File: config.mk
export PLATFORM = sky130hd
export DESIGN_NAME = traceback_controller_flat
export DESIGN_NICKNAME = d
export VERILOG_FILES = /design/src/rtl/traceback_controller_pkg.sv /design/src/rtl/traceback_controller_if.sv /design/src/rtl/traceback_controller_index.sv /design/src/rtl/traceback_controller.sv /design/src/flat_wrapper.sv
export SDC_FILE = /design/constraint.sdc
export NUM_CORES = 1
export LEC_CHECK = 0
export ABC_CLOCK_PERIOD_IN_PS = 3190
export BUFFER_PORTS_ARGS = -buffer_cell sky130_fd_sc_hd__clkbuf_2
export CORE_MARGIN = 1
export CORE_UTILIZATION = 48
export CTS_CLUSTER_SIZE = 10
export DETAILED_ROUTE_END_ITERATION = 16
export GPL_TIMING_DRIVEN = 0
export PLACE_DENSITY_LB_ADDON = 0.08
export SLEW_MARGIN = 20
export SYNTH_ARGS = -nofsm -noshare
export SYNTH_HDL_FRONTEND = slang
export SYNTH_SLANG_ARGS = --single-unit
File: constraint.sdc
create_clock -name clk -period 3.19 [get_ports clk]
set_clock_uncertainty 0.05 [all_clocks]
set_input_delay 0.638 -clock clk [delete_from_list [all_inputs] [get_ports clk]]
set_output_delay 0.638 -clock clk [all_outputs]
set_load 0.03 [all_outputs]
File: src/rtl/traceback_controller_pkg.sv
// Shared encodings for the traceback controller: direction symbols, base codes and FSM states.
package traceback_controller_pkg;

  localparam logic [2:0] DIR_DIAG = 3'b001;
  localparam logic [2:0] DIR_UP   = 3'b010;
  localparam logic [2:0] DIR_LEFT = 3'b100;

  localparam logic [2:0] BASE_A   = 3'b100;
  localparam logic [2:0] BASE_G   = 3'b001;
  localparam logic [2:0] BASE_T   = 3'b011;
  localparam logic [2:0] BASE_C   = 3'b110;
  localparam logic [2:0] BASE_GAP = 3'b000;

  typedef enum logic [2:0] {
    StIdle,
    StRead,
    StWait,
    StStep,
    StFin,
    StErr
  } state_e;

  function automatic logic is_legal_dir(input logic [2:0] dir);
    return dir inside {DIR_DIAG, DIR_UP, DIR_LEFT};
  endfunction

endpackage

File: src/rtl/traceback_controller_if.sv
// Memory read port and Processing step port of the traceback controller.
interface traceback_controller_if #(
  parameter int unsigned IW = 3,
  parameter int unsigned JW = 3
);
  logic [IW-1:0] addr_i;
  logic [JW-1:0] addr_j;
  logic          rd_en;
  logic [2:0]    dir_rd;
  logic [2:0]    seqA_rd;
  logic [2:0]    seqB_rd;
  logic          en_traceB;
  logic [2:0]    symbol;
  logic [2:0]    SeqA_i_t;
  logic [2:0]    SeqB_j_t;

  modport master (
    output addr_i, addr_j, rd_en, en_traceB, symbol, SeqA_i_t, SeqB_j_t,
    input  dir_rd, seqA_rd, seqB_rd
  );

  modport slave (
    input  addr_i, addr_j, rd_en, en_traceB, symbol, SeqA_i_t, SeqB_j_t,
    output dir_rd, seqA_rd, seqB_rd
  );
endinterface

File: src/rtl/traceback_controller_index.sv
// (i,j) down-counters with load, boundary direction forcing, legality and origin detection.
module traceback_controller_index
  import traceback_controller_pkg::*;
#(
  parameter int unsigned N  = 5,
  parameter int unsigned M  = 5,
  parameter int unsigned IW = 3,
  parameter int unsigned JW = 3
) (
  input  logic          clk,
  input  logic          rst,
  input  logic          load,
  input  logic          step,
  input  logic [2:0]    sym,
  input  logic [2:0]    dir_raw,
  output logic [IW-1:0] i,
  output logic [JW-1:0] j,
  output logic [2:0]    eff_dir,
  output logic          illegal,
  output logic          origin_next
);

  logic [IW-1:0] i_q, i_d, step_i;
  logic [JW-1:0] j_q, j_d, step_j;
  logic          i_zero, j_zero;

  assign i_zero = (i_q == '0);
  assign j_zero = (j_q == '0);

  // Zero guards keep a stray symbol from wrapping an index below the origin.
  always_comb begin
    step_i = i_q;
    step_j = j_q;
    if ((sym == DIR_DIAG || sym == DIR_UP) && !i_zero) begin
      step_i = i_q - IW'(1);
    end
    if ((sym == DIR_DIAG || sym == DIR_LEFT) && !j_zero) begin
      step_j = j_q - JW'(1);
    end
  end

  always_comb begin
    i_d = i_q;
    j_d = j_q;
    if (load) begin
      i_d = IW'(N);
      j_d = JW'(M);
    end else if (step) begin
      i_d = step_i;
      j_d = step_j;
    end
  end

  always_ff @(posedge clk) begin
    if (rst) begin
      i_q <= IW'(N);
      j_q <= JW'(M);
    end else begin
      i_q <= i_d;
      j_q <= j_d;
    end
  end

  // On the matrix edges only one move is possible, so the stored symbol is ignored there.
  always_comb begin
    eff_dir = dir_raw;
    if (i_zero && !j_zero) begin
      eff_dir = DIR_LEFT;
    end else if (j_zero && !i_zero) begin
      eff_dir = DIR_UP;
    end
  end

  assign illegal     = !i_zero && !j_zero && !is_legal_dir(dir_raw);
  assign origin_next = (step_i == '0) && (step_j == '0);
  assign i           = i_q;
  assign j           = j_q;

endmodule

File: src/rtl/traceback_controller.sv
// Walks the direction matrix from (N,M) to the origin, issuing one Processing step per cell.
module traceback_controller
  import traceback_controller_pkg::*;
#(
  parameter int unsigned N  = 5,
  parameter int unsigned M  = 5,
  parameter int unsigned IW = 3,
  parameter int unsigned JW = 3
) (
  input  logic                   clk,
  input  logic                   rst,
  input  logic                   start,
  traceback_controller_if.master bus,
  output logic                   busy,
  output logic                   done,
  output logic                   err
);

  localparam int unsigned CW = $clog2(N + M + 1);

  state_e        state_q, state_d;
  logic [CW-1:0] step_cnt_q, step_cnt_d;
  logic [2:0]    sym_q, sym_d, a_q, a_d, b_q, b_d;
  logic          err_q, err_d;
  logic          load, step, capture;
  logic [IW-1:0] idx_i;
  logic [JW-1:0] idx_j;
  logic [2:0]    eff_dir;
  logic          illegal, origin_next;

  traceback_controller_index #(
    .N  (N),
    .M  (M),
    .IW (IW),
    .JW (JW)
  ) u_index (
    .clk         (clk),
    .rst         (rst),
    .load        (load),
    .step        (step),
    .sym         (sym_q),
    .dir_raw     (bus.dir_rd),
    .i           (idx_i),
    .j           (idx_j),
    .eff_dir     (eff_dir),
    .illegal     (illegal),
    .origin_next (origin_next)
  );

  always_comb begin
    state_d    = state_q;
    step_cnt_d = step_cnt_q;
    err_d      = err_q;
    load       = 1'b0;
    step       = 1'b0;
    capture    = 1'b0;
    unique case (state_q)
      StIdle: begin
        if (start) begin
          load       = 1'b1;
          err_d      = 1'b0;
          step_cnt_d = '0;
          state_d    = StRead;
        end
      end
      StRead: state_d = StWait;
      StWait: begin
        // Watchdog: a legal walk never needs more than N+M steps.
        if (illegal || step_cnt_q == CW'(N + M)) begin
          err_d   = 1'b1;
          state_d = StErr;
        end else begin
          capture = 1'b1;
          state_d = StStep;
        end
      end
      StStep: begin
        step       = 1'b1;
        step_cnt_d = step_cnt_q + CW'(1);
        state_d    = origin_next ? StFin : StRead;
      end
      StFin:   state_d = StIdle;
      StErr:   state_d = StIdle;
      default: state_d = StIdle;
    endcase
  end

  always_comb begin
    sym_d = sym_q;
    a_d   = a_q;
    b_d   = b_q;
    if (capture) begin
      sym_d = eff_dir;
      a_d   = (eff_dir == DIR_LEFT) ? BASE_GAP : bus.seqA_rd;
      b_d   = (eff_dir == DIR_UP)   ? BASE_GAP : bus.seqB_rd;
    end
  end

  always_ff @(posedge clk) begin
    if (rst) begin
      state_q    <= StIdle;
      step_cnt_q <= '0;
      err_q      <= 1'b0;
      sym_q      <= '0;
      a_q        <= '0;
      b_q        <= '0;
    end else begin
      state_q    <= state_d;
      step_cnt_q <= step_cnt_d;
      err_q      <= err_d;
      sym_q      <= sym_d;
      a_q        <= a_d;
      b_q        <= b_d;
    end
  end

  assign bus.addr_i    = idx_i;
  assign bus.addr_j    = idx_j;
  assign bus.rd_en     = (state_q == StRead);
  assign bus.en_traceB = (state_q == StStep);
  assign bus.symbol    = sym_q;
  assign bus.SeqA_i_t  = a_q;
  assign bus.SeqB_j_t  = b_q;
  assign busy          = (state_q == StRead) || (state_q == StWait) || (state_q == StStep);
  assign done          = (state_q == StFin);
  assign err           = err_q;

endmodule
File: src/flat_wrapper.sv
// flat-port wrapper written by rule: the top's interface ports become plain ports
module traceback_controller_flat import traceback_controller_pkg::*;
#(
  parameter int unsigned N  = 5,
  parameter int unsigned M  = 5,
  parameter int unsigned IW = 3,
  parameter int unsigned JW = 3
)
  (clk, rst, start, busy, done, err, bus_addr_i, bus_addr_j, bus_rd_en, bus_en_traceB, bus_symbol, bus_SeqA_i_t, bus_SeqB_j_t, bus_dir_rd, bus_seqA_rd, bus_seqB_rd);
  traceback_controller_if #(.IW(IW), .JW(JW)) bus_i ();
  input  logic clk;
  input  logic rst;
  input  logic start;
  output logic busy;
  output logic done;
  output logic err;
  output wire logic [$bits(bus_i.addr_i)-1:0] bus_addr_i;
  output wire logic [$bits(bus_i.addr_j)-1:0] bus_addr_j;
  output wire logic [$bits(bus_i.rd_en)-1:0] bus_rd_en;
  output wire logic [$bits(bus_i.en_traceB)-1:0] bus_en_traceB;
  output wire logic [$bits(bus_i.symbol)-1:0] bus_symbol;
  output wire logic [$bits(bus_i.SeqA_i_t)-1:0] bus_SeqA_i_t;
  output wire logic [$bits(bus_i.SeqB_j_t)-1:0] bus_SeqB_j_t;
  input wire logic [$bits(bus_i.dir_rd)-1:0] bus_dir_rd;
  input wire logic [$bits(bus_i.seqA_rd)-1:0] bus_seqA_rd;
  input wire logic [$bits(bus_i.seqB_rd)-1:0] bus_seqB_rd;
  assign bus_addr_i = bus_i.addr_i;
  assign bus_addr_j = bus_i.addr_j;
  assign bus_rd_en = bus_i.rd_en;
  assign bus_en_traceB = bus_i.en_traceB;
  assign bus_symbol = bus_i.symbol;
  assign bus_SeqA_i_t = bus_i.SeqA_i_t;
  assign bus_SeqB_j_t = bus_i.SeqB_j_t;
  assign bus_i.dir_rd = bus_dir_rd;
  assign bus_i.seqA_rd = bus_seqA_rd;
  assign bus_i.seqB_rd = bus_seqB_rd;
  traceback_controller #(.N(N), .M(M), .IW(IW), .JW(JW)) u_core (.clk(clk), .rst(rst), .start(start), .bus(bus_i), .busy(busy), .done(done), .err(err));
endmodule
# After elaboration in Yosys (flattened, before gate mapping)
# Cells that the tools add are included.
# Widths: inputs -> output; s select.
# op_classes
shift	0
n_lt_le_gt_ge	0
multipliers	0
div	0
n_reduce_logical	26
eq_ne	15
bitwise_logic	0
mux	20
addsub	3
# op_table
cell	count
$mux 3	9
$eq 3x2->1 const B	5
$logic_not 3->1	5
$eq 3x3->1 const B	4
$pmux 3 s4	1
$eq 3x1->1 const B	3
$pmux 4 s2	1
$logic_and 1x1->1	7
$mux 1	7
$sub 3x1->3 const B	2
$logic_or 1x1->1	5
$add 4x1->4 const B	1
$eq 4x4->1 const B	1
$mux 4	1
$reduce_bool 2->1	2
$logic_not 1->1	3
$reduce_and 3->1	1
$reduce_bool 3->1	1
$ne 2x1->1 const B	1
$ne 2x2->1 const B	1
$pmux 1 s2	1
$reduce_and 2->1	1
$reduce_or 2->1	1
# word_totals
romBits	0
elab_cells	72
reg_bits	23
inputBits	12
ram_bits	0
out_inout_bits	20
mem_count	0
latchBits	0

# Depth between registers and ports, before layout
# Gate-level depths: netlist of run 1.
# logic_depth
ltp_word	8
mapped_depth	7
mapped_depth_nobuf	7

# Cells and area by module
# Synthesis of run 1 repeated with hierarchy kept, for this count alone.
# unflattened
hier_cells	149
area_unflattened_um2	1366.3
# by_module_without_submodules
mod	instances	seq_area_each_um2	cells_per_inst	area_per_inst_um2
traceback_controller	1	340.3	93	887.1
traceback_controller_index	1	120.1	56	479.2

# Least setup slack after synthesis of run 1
# OpenSTA, ideal clock, no wires.
# synth_path
path_type	register to register
start	register u_core.u_index.j_q[0] (netlist: u_core.u_index.j[0])
end	register u_core.err_q (netlist: u_core.err)
path_stages_with_launch	8
setup_slack_ns	1.251
t_required_ns	3.054
setup_ns	0.086
arrival_time_ns	1.803
n_path_buf	0
period_less_slack_ns	1.939
path_cell_list	dfxtp_1 -> inv_1 -> ha_1 -> ha_1 -> nor2_1 -> o211a_1 -> nor3_1 -> a211oi_1
# synth_between
elab_chain_cells	7
# synth_rtl
item	line	source
start, declared	traceback_controller_index.sv:24	logic [JW-1:0] j_q, j_d, step_j;
start signal, assigned	traceback_controller_index.sv:57	j_q <= JW'(M);
start signal, assigned	traceback_controller_index.sv:60	j_q <= j_d;
$logic_not 3->1	traceback_controller_index.sv:28	assign j_zero = (j_q == '0);
$logic_not 1->1	traceback_controller_index.sv:74	assign illegal = !i_zero && !j_zero && !is_legal_dir(dir_raw);
$logic_and 1x1->1 (2 in series)	traceback_controller_index.sv:74	
$logic_or 1x1->1	traceback_controller.sv:69	if (illegal || step_cnt_q == CW'(N + M)) begin
$ne 2x1->1 (no line)	-	
$reduce_and 3->1 (no line)	-	
end signal, assigned	traceback_controller.sv:110	err_q <= err_d;
end, declared	traceback_controller.sv:24	logic err_q, err_d;
# No other way between the ends.
# A chain may end at the register's enable or synchronous reset.

# Worst setup path after layout of run 1
# layout_path
start	register u_core.state_q[1]
end	output port done
# layout_between
elab_chain_cells	1
# layout_rtl
item	line	source
start, declared	traceback_controller.sv:21	state_e state_q, state_d;
start signal, assigned	traceback_controller.sv:101	state_q <= StIdle;
start signal, assigned	traceback_controller.sv:108	state_q <= state_d;
$eq 3x3->1	traceback_controller.sv:125	assign done = (state_q == StFin);
end, declared	flat_wrapper.sv:15	output logic done;
# No other way between the ends.

==> flow_metrics.tcl, run 1 <==
set metrics [dict create \
    cp.arrival_ns 1.40 \
    utilization 0.608 \
    grt_max_degree 14 \
    post-route-period-util 0.654 \
    yosysWarningCount 0 \
    cts_root_buf "clkbuf_4" \
    path_class "register to output pin" \
    async_reset_ff_frac 0 \
    area_delta_synth_final_pct 16.6 \
    fin_cells 218 \
    irDropWorstVdd_mv 0.346 \
    hold_path_class "register to register" \
    core_area_mm2 0.00254 \
    synth_top_area_share 0.347 \
    grt_usage 0.218 \
    io_pins 32 \
    wl_per_cell_um 13.0 \
    hold_viol 0 \
    seqPwrFrac 0.541 \
    tightest_slew_ns 0.433 \
    timing.setup.tns_ns 0 \
    htree_levels 1 \
    cts_sinks 23 \
    antenna_found_initial 0 \
    synthFlopType "dfxtp_1" \
    grt_pass1_wl_mm 4.58 \
    clockBufferDepth 2 \
    drive_above_1_share 0.250 \
    diodes 0 \
    cts_tree "built" \
    drv_cap 0 \
    drt-pass1-iter-count 4 \
    dp_cells 214 \
    rsz0062_at_grt "false" \
    power_switching_mw 0.176 \
    synth_edf_count 0 \
    initial_core_util 0.522 \
    drv_slew 0 \
    wl_mm 2.84 \
    p_per_area_mw_per_mm2 362 \
    viasPerCell 5.56 \
    status "complete, no violations" \
    ys_ff_latch 23 \
    path_max_fanout 9 \
    period_minus_slack_ns 2.09 \
    cp-start-kind "register" \
    intPower_mw 0.385 \
    first_iter_violations 7 \
    synth.area.top_cells "dfxtp_1 35%, ha_1 5.7%, o21ai_1 4.1%" \
    ys_seq_area_frac 0.347 \
    p_leak_nw 0.707 \
    layout.nets 207 \
    clk_pin_slew_ns 0.14 \
    dp_hpwl_mm 2.19 \
    std_cell_rows 18 \
    grt_pass1_vias 1079 \
    synthesis.nets 171 \
    vias 1212 \
    power.total_mw 0.561 \
    drc 0 \
    final_common_cell "clkbuf_2" \
    cts_setup_buffers 0 \
    switching_share 0.314 \
    cts_resized 0 \
    design.die.area_mm2 0.00298 \
    endpoint_kind "output pin" \
    final_cell_mix "31 x clkbuf_2, 23 x dfxtp_1, 14 x nor2_1, 11 x o21ai_1, 10 x inv_1" \
    postSynthCellCount 153 \
    cts_buffers 3 \
    p_comb_frac 0.205 \
    antenna_left 0 \
    syn_area_per_cell_um2 8.68 \
    clk_latency_ns 0.33 \
    postCtsHoldBufs 0 \
    io_buffers 31 \
    clkPwrFrac 0.254 \
    grt_overflow 0 \
    die_h_um 54.6 \
    synth_cell_types 46 \
    fmax_mhz 479 \
    relSlewSlack 0.704 \
    crit_required_ns 2.50 \
    finalSetupViolations 0 \
    synthesis.area_mm2 0.00133 \
    die_w_um 54.6 \
    gp_congestion 0.866 \
    yosys.area.top_type "dfxtp_1" \
]
## final cells by class
| cell class | count | area [um^2] |
|---|---|---|
| timing repair buffer | 31 | 155 |
| fill | 249 | 997 |
| clock inverter | 1 | 5.00 |
| sequential | 23 | 460 |
| buffer | 5 | 33.8 |
| tap | 30 | 37.5 |
| clock buffer | 3 | 22.5 |
| inverter | 10 | 37.5 |
| multi-input combinational | 115 | 796 |
## cell families after synthesis
group,count (synthesis),share of synthesized area
AOI/OAI and AO/OA,40,0.211
buffers and inverters,15,0.0537
DFF,23,0.347
adders and majority gates,8,0.0716
muxes,3,0.0245
xor gates and xnor gates,6,0.0396
and+or+nand+nor,58,0.253
## worst max-delay path, stage by stage, from the launching register on
cell and delay [ns]:
dfxtp_1 0.33, buf_4 0.15, nor2_1 0.23, and2_1 0.17, clkbuf_2 0.19
## cells in the mapped netlist, types with 3 or more instances
cell and instances:
dfxtp_1 23, nor2b_1 7, inv_1 10, and3_1 4, ha_1 6, or3b_1 4, xnor2_1 3, xor2_1 3
nand3_1 3, a211oi_1 3, o21ai_1 11, nand2_1 8, nor2_1 14, nand3b_1 6, nand2b_1 3, a21oi_1 6
## through the flow
step | hold slack [ns] | setup slack [ns] | instance area (um^2)
finish | 0.463 | 1.10 | 1550
floorplan | 0.393 | 1.25 | 1330
global route | 0.492 | 0.959 | 1550
global placement | 0.413 | 1.23 | 1520
CTS | 0.459 | 1.09 | 1550
detailed placement | 0.433 | 1.17 | 1520
## sequential cells by signal, summed over array words and instances (netlist names)
signal	cells
u_core.step_cnt_q	4
u_core.bus.SeqA_i_t	3
u_core.bus.SeqB_j_t	3
u_core.bus.symbol	3
u_core.state_q	3
u_core.u_index.i	3
u_core.u_index.j	3
u_core.err	1
## path summary, 6_finish.rpt
check | start | to | slack [ns] | cells after the start
worst min register to register | u_core.step_cnt_q[3] | u_core.step_cnt_q[3] | 0.46 | 1
worst max register to register | u_core.u_index.j[0] | u_core.state_q[0] | 1.13 | 7
worst max-delay path | u_core.state_q[1] | done | 1.10 | 4
worst min-delay path | u_core.step_cnt_q[3] | u_core.step_cnt_q[3] | 0.46 | 1
## power by group through the flow
stage,Clock [mW],Combinational [mW],Sequential [mW]
3_3_place_gp,0,0.112,0.309
6_report,0.142,0.115,0.304
3_5_place_dp,0,0.115,0.310
5_1_grt,0.155,0.127,0.305
4_1_cts,0.148,0.115,0.304
2_1_floorplan,0,0.0756,0.316
## layer usage
metal	part of all wire	wire length (um)	GRT usage	vias to the layer above
li1	-	-	-	613
met1	0.46	1310	0.237	569
met2	0.49	1400	0.402	26
met3	0.040	113	0.0583	4
met4	0.0098	28	0.0684	0
met5	0	0	0	-
Power figures use the tool's default switching activity.
==> run 2, diff against run 1 <==
--- a/config.mk
+++ b/config.mk
@@ -5,7 +5,8 @@
 export SDC_FILE = /design/constraint.sdc
 export NUM_CORES = 1
 export LEC_CHECK = 0
-export ABC_CLOCK_PERIOD_IN_PS = 3190
+export ABC_AREA = 1
+export ABC_CLOCK_PERIOD_IN_PS = 2100
 export BUFFER_PORTS_ARGS = -buffer_cell sky130_fd_sc_hd__clkbuf_2
 export CORE_MARGIN = 1
 export CORE_UTILIZATION = 48
==> constraint.sdc (replaced) <==
create_clock -name clk -period 2.1 [get_ports clk]
set_clock_uncertainty 0.05 [all_clocks]
set_input_delay 0.42 -clock clk [delete_from_list [all_inputs] [get_ports clk]]
set_output_delay 0.42 -clock clk [all_outputs]
set_load 0.03 [all_outputs]
==> run 2 against run 1 <==
Global-route usage shrank 1.1 points. Synthesized cell count grew 45%. Cell area grew 5.9%. Routed wire length grew 2.9%. Worst setup slack lost 0.92 ns. Sequential power grew 51%. Critical path depth grew 7. Register-to-register slack lost 0.94 ns. Via count grew 15%. Critical endpoint is now u_core.state_q[0].
==> flow_metrics.tcl, run 2 <==
set metrics [dict create \
    timing.setup.tns_ns 0 \
    ys_ff_latch 23 \
    async_reset_ff_frac 0 \
    design.die.area_mm2 0.00316 \
    p_per_area_mw_per_mm2 513 \
    drt-pass1-iter-count 4 \
    holdCritStartpoint "rst" \
    grt_pass1_wl_mm 5.18 \
    final_common_cell "nand2_1" \
    r2r-start "u_core.u_index.i[0]" \
    crit_required_ns 2.29 \
    relSlewSlack 0.689 \
    postSynthCellCount 222 \
    setup_slack_ns 0.187 \
    initial_core_util 0.508 \
    ys_seq_area_frac 0.326 \
    std_cell_rows 19 \
    grt_pass1_vias 1257 \
    final_cell_mix "71 x nand2_1, 36 x inv_1, 31 x clkbuf_2, 21 x dfxtp_1, 19 x nor2_1" \
    grt_usage 0.207 \
    irDropWorstVdd_mv 0.508 \
    yosysWarningCount 0 \
    drv_slew 0 \
    clk_latency_ns 0.32 \
    hold_path_class "primary input to register" \
    synth_top_area_share 0.326 \
    area_delta_synth_final_pct 16.0 \
    dpl_worst_slack_ns 0.150 \
    path_class "register to register" \
    r2r_slack_ns 0.19 \
    io_buffers 31 \
    cts_root_buf "clkbuf_4" \
    syn_area_per_cell_um2 6.36 \
    io_pins 32 \
    clockBufferDepth 2 \
    die_w_um 56.3 \
    post-route-period-util 0.911 \
    largest_reg_flops 4 \
    r2r-end "u_core.state_q[0]" \
    antenna_left 0 \
    drive_above_1_share 0.202 \
    synthFlopType "dfxtp_1" \
    rsz0062_at_grt "false" \
    finalSetupViolations 0 \
    cts_buffers 3 \
    cp-start-kind "register" \
    period_minus_slack_ns 1.91 \
    diodes 0 \
    antenna_found_initial 0 \
    tightest_slew_ns 0.467 \
    dp_cells 284 \
    r2r_cells 11 \
    power.total_mw 0.841 \
    p_leak_nw 0.891 \
    crit_end "u_core.state_q[0]" \
    wl_per_cell_um 10.2 \
    hold_viol 0 \
    synth_common_cells "71 x nand2_1, 36 x inv_1, 23 x dfxtp_1, 19 x nor2_1, 15 x a21oi_1" \
    fmax_mhz 523 \
    synth_most_common_cell "nand2_1" \
    cts_sinks 23 \
    core_area_mm2 0.00278 \
    wl_mm 2.93 \
    path_max_fanout 7 \
    viasPerCell 4.83 \
    synthesis.nets 240 \
    crit_start "u_core.u_index.i[0]" \
    synthesis.area_mm2 0.00141 \
    cp.arrival_ns 2.10 \
    synth_cell_types 25 \
    first_iter_violations 45 \
    drc 0 \
    vias 1392 \
    grt_max_degree 15 \
    clk_pin_slew_ns 0.14 \
    fin_cells 288 \
    synth_edf_count 0 \
    cts_tree "built" \
    htree_levels 1 \
    gp_congestion 0.817 \
    die_h_um 56.3 \
    drv_cap 0 \
    largest_register "u_core.step_cnt_q" \
    grt_overflow 0 \
    worst_hold_slack_ns 0.224 \
    cts_setup_buffers 0 \
    yosys.area.top_type "dfxtp_1" \
    fillerInstances 289 \
    layout.nets 276 \
    dp_hpwl_mm 2.32 \
    endpoint_kind "register" \
    status "complete, no violations" \
    synth.area.top_cells "dfxtp_1 33%, nand2_1 19%, inv_1 9.6%" \
]
run 2: cell count changes in the layout (fill, tap and decap cells not counted), moves of 5 or more:
cell      delta
o21ai_0      +7
nor2b_1      -7
a21oi_1      +9
nand4_1      +9
nor2_1       +5
nand3_1      +8
nand2_1     +63
o21ai_1     -10
inv_1       +26
nand3b_1     -6
run 2: final cells by class:
| class | instances | area (um^2) | share of cell area |
|---|---|---|---|
| Clock inverter | 1 | 7.51 | 0.00458 |
| Tap cell | 31 | 38.8 | 0.0237 |
| Buffer | 3 | 20.0 | 0.0122 |
| Timing Repair Buffer | 31 | 155 | 0.0947 |
| Inverter | 39 | 146 | 0.0893 |
| Clock buffer | 3 | 22.5 | 0.0137 |
| Sequential cell | 23 | 463 | 0.282 |
| Multi-Input combinational cell | 157 | 786 | 0.479 |
run 2: worst min path at each step:
stage                                end  slack [ns]  cells past startpoint
global route        u_core.step_cnt_q[0]        0.20                      2
CTS                 u_core.step_cnt_q[0]        0.22                      2
detailed placement  u_core.step_cnt_q[3]        0.42                      2
finish              u_core.step_cnt_q[0]        0.22                      2
floorplan           u_core.step_cnt_q[2]        0.39                      1
global placement    u_core.step_cnt_q[2]        0.42                      1
run 2: cells by family (layout without fill, tap and decap cells):
logic type | count (synthesis) | after routing | synth area share
AOI/OAI and AO/OA | 30 | 30 | 0.115
DFF | 23 | 23 | 0.326
buffers and inverters | 42 | 77 | 0.118
adders and majority gates | 6 | 6 | 0.0531
and+or+nand+nor | 121 | 121 | 0.388
run 2: routing by layer:
metal	part of all wire	GRT usage	up-vias	wire, um
met5	0	0	-	0
met3	0.036	0.0530	4	105
met4	0.0082	0.0523	0	24
met1	0.49	0.252	595	1440
li1	-	-	772	-
met2	0.46	0.364	21	1350
run 2: where the power goes:
part	internal, mW	leakage (nW)	switching [mW]
logic	0.0521	0.692	0.109
registers	0.449	0.185	0.0110
clock network	0.0729	0.0139	0.147
total	0.574	0.891	0.267
run 2: worst max-delay path: stages, from the launching register on:
cell     delay [ns]
dfxtp_2        0.39
inv_1          0.08
ha_1           0.20
ha_1           0.25
nor2_4         0.19
nand3_2        0.16
nand2_1        0.09
nand2_1        0.05
nor2_1         0.14
nand3_1        0.09
nand2_1        0.08
nand2_1        0.05
run 2: stage by stage:
step,util,instance area (um^2)
after floorplan,-,1410
after global placement,0.578,1610
after detailed placement,0.578,1610
after CTS,0.588,1640
after global routing,0.589,1640
final,0.589,1640
run 2: timing repair:
item,CTS,global route
hold buffers,0,0
setup endpoints to repair,0,2
resized for setup,0,2
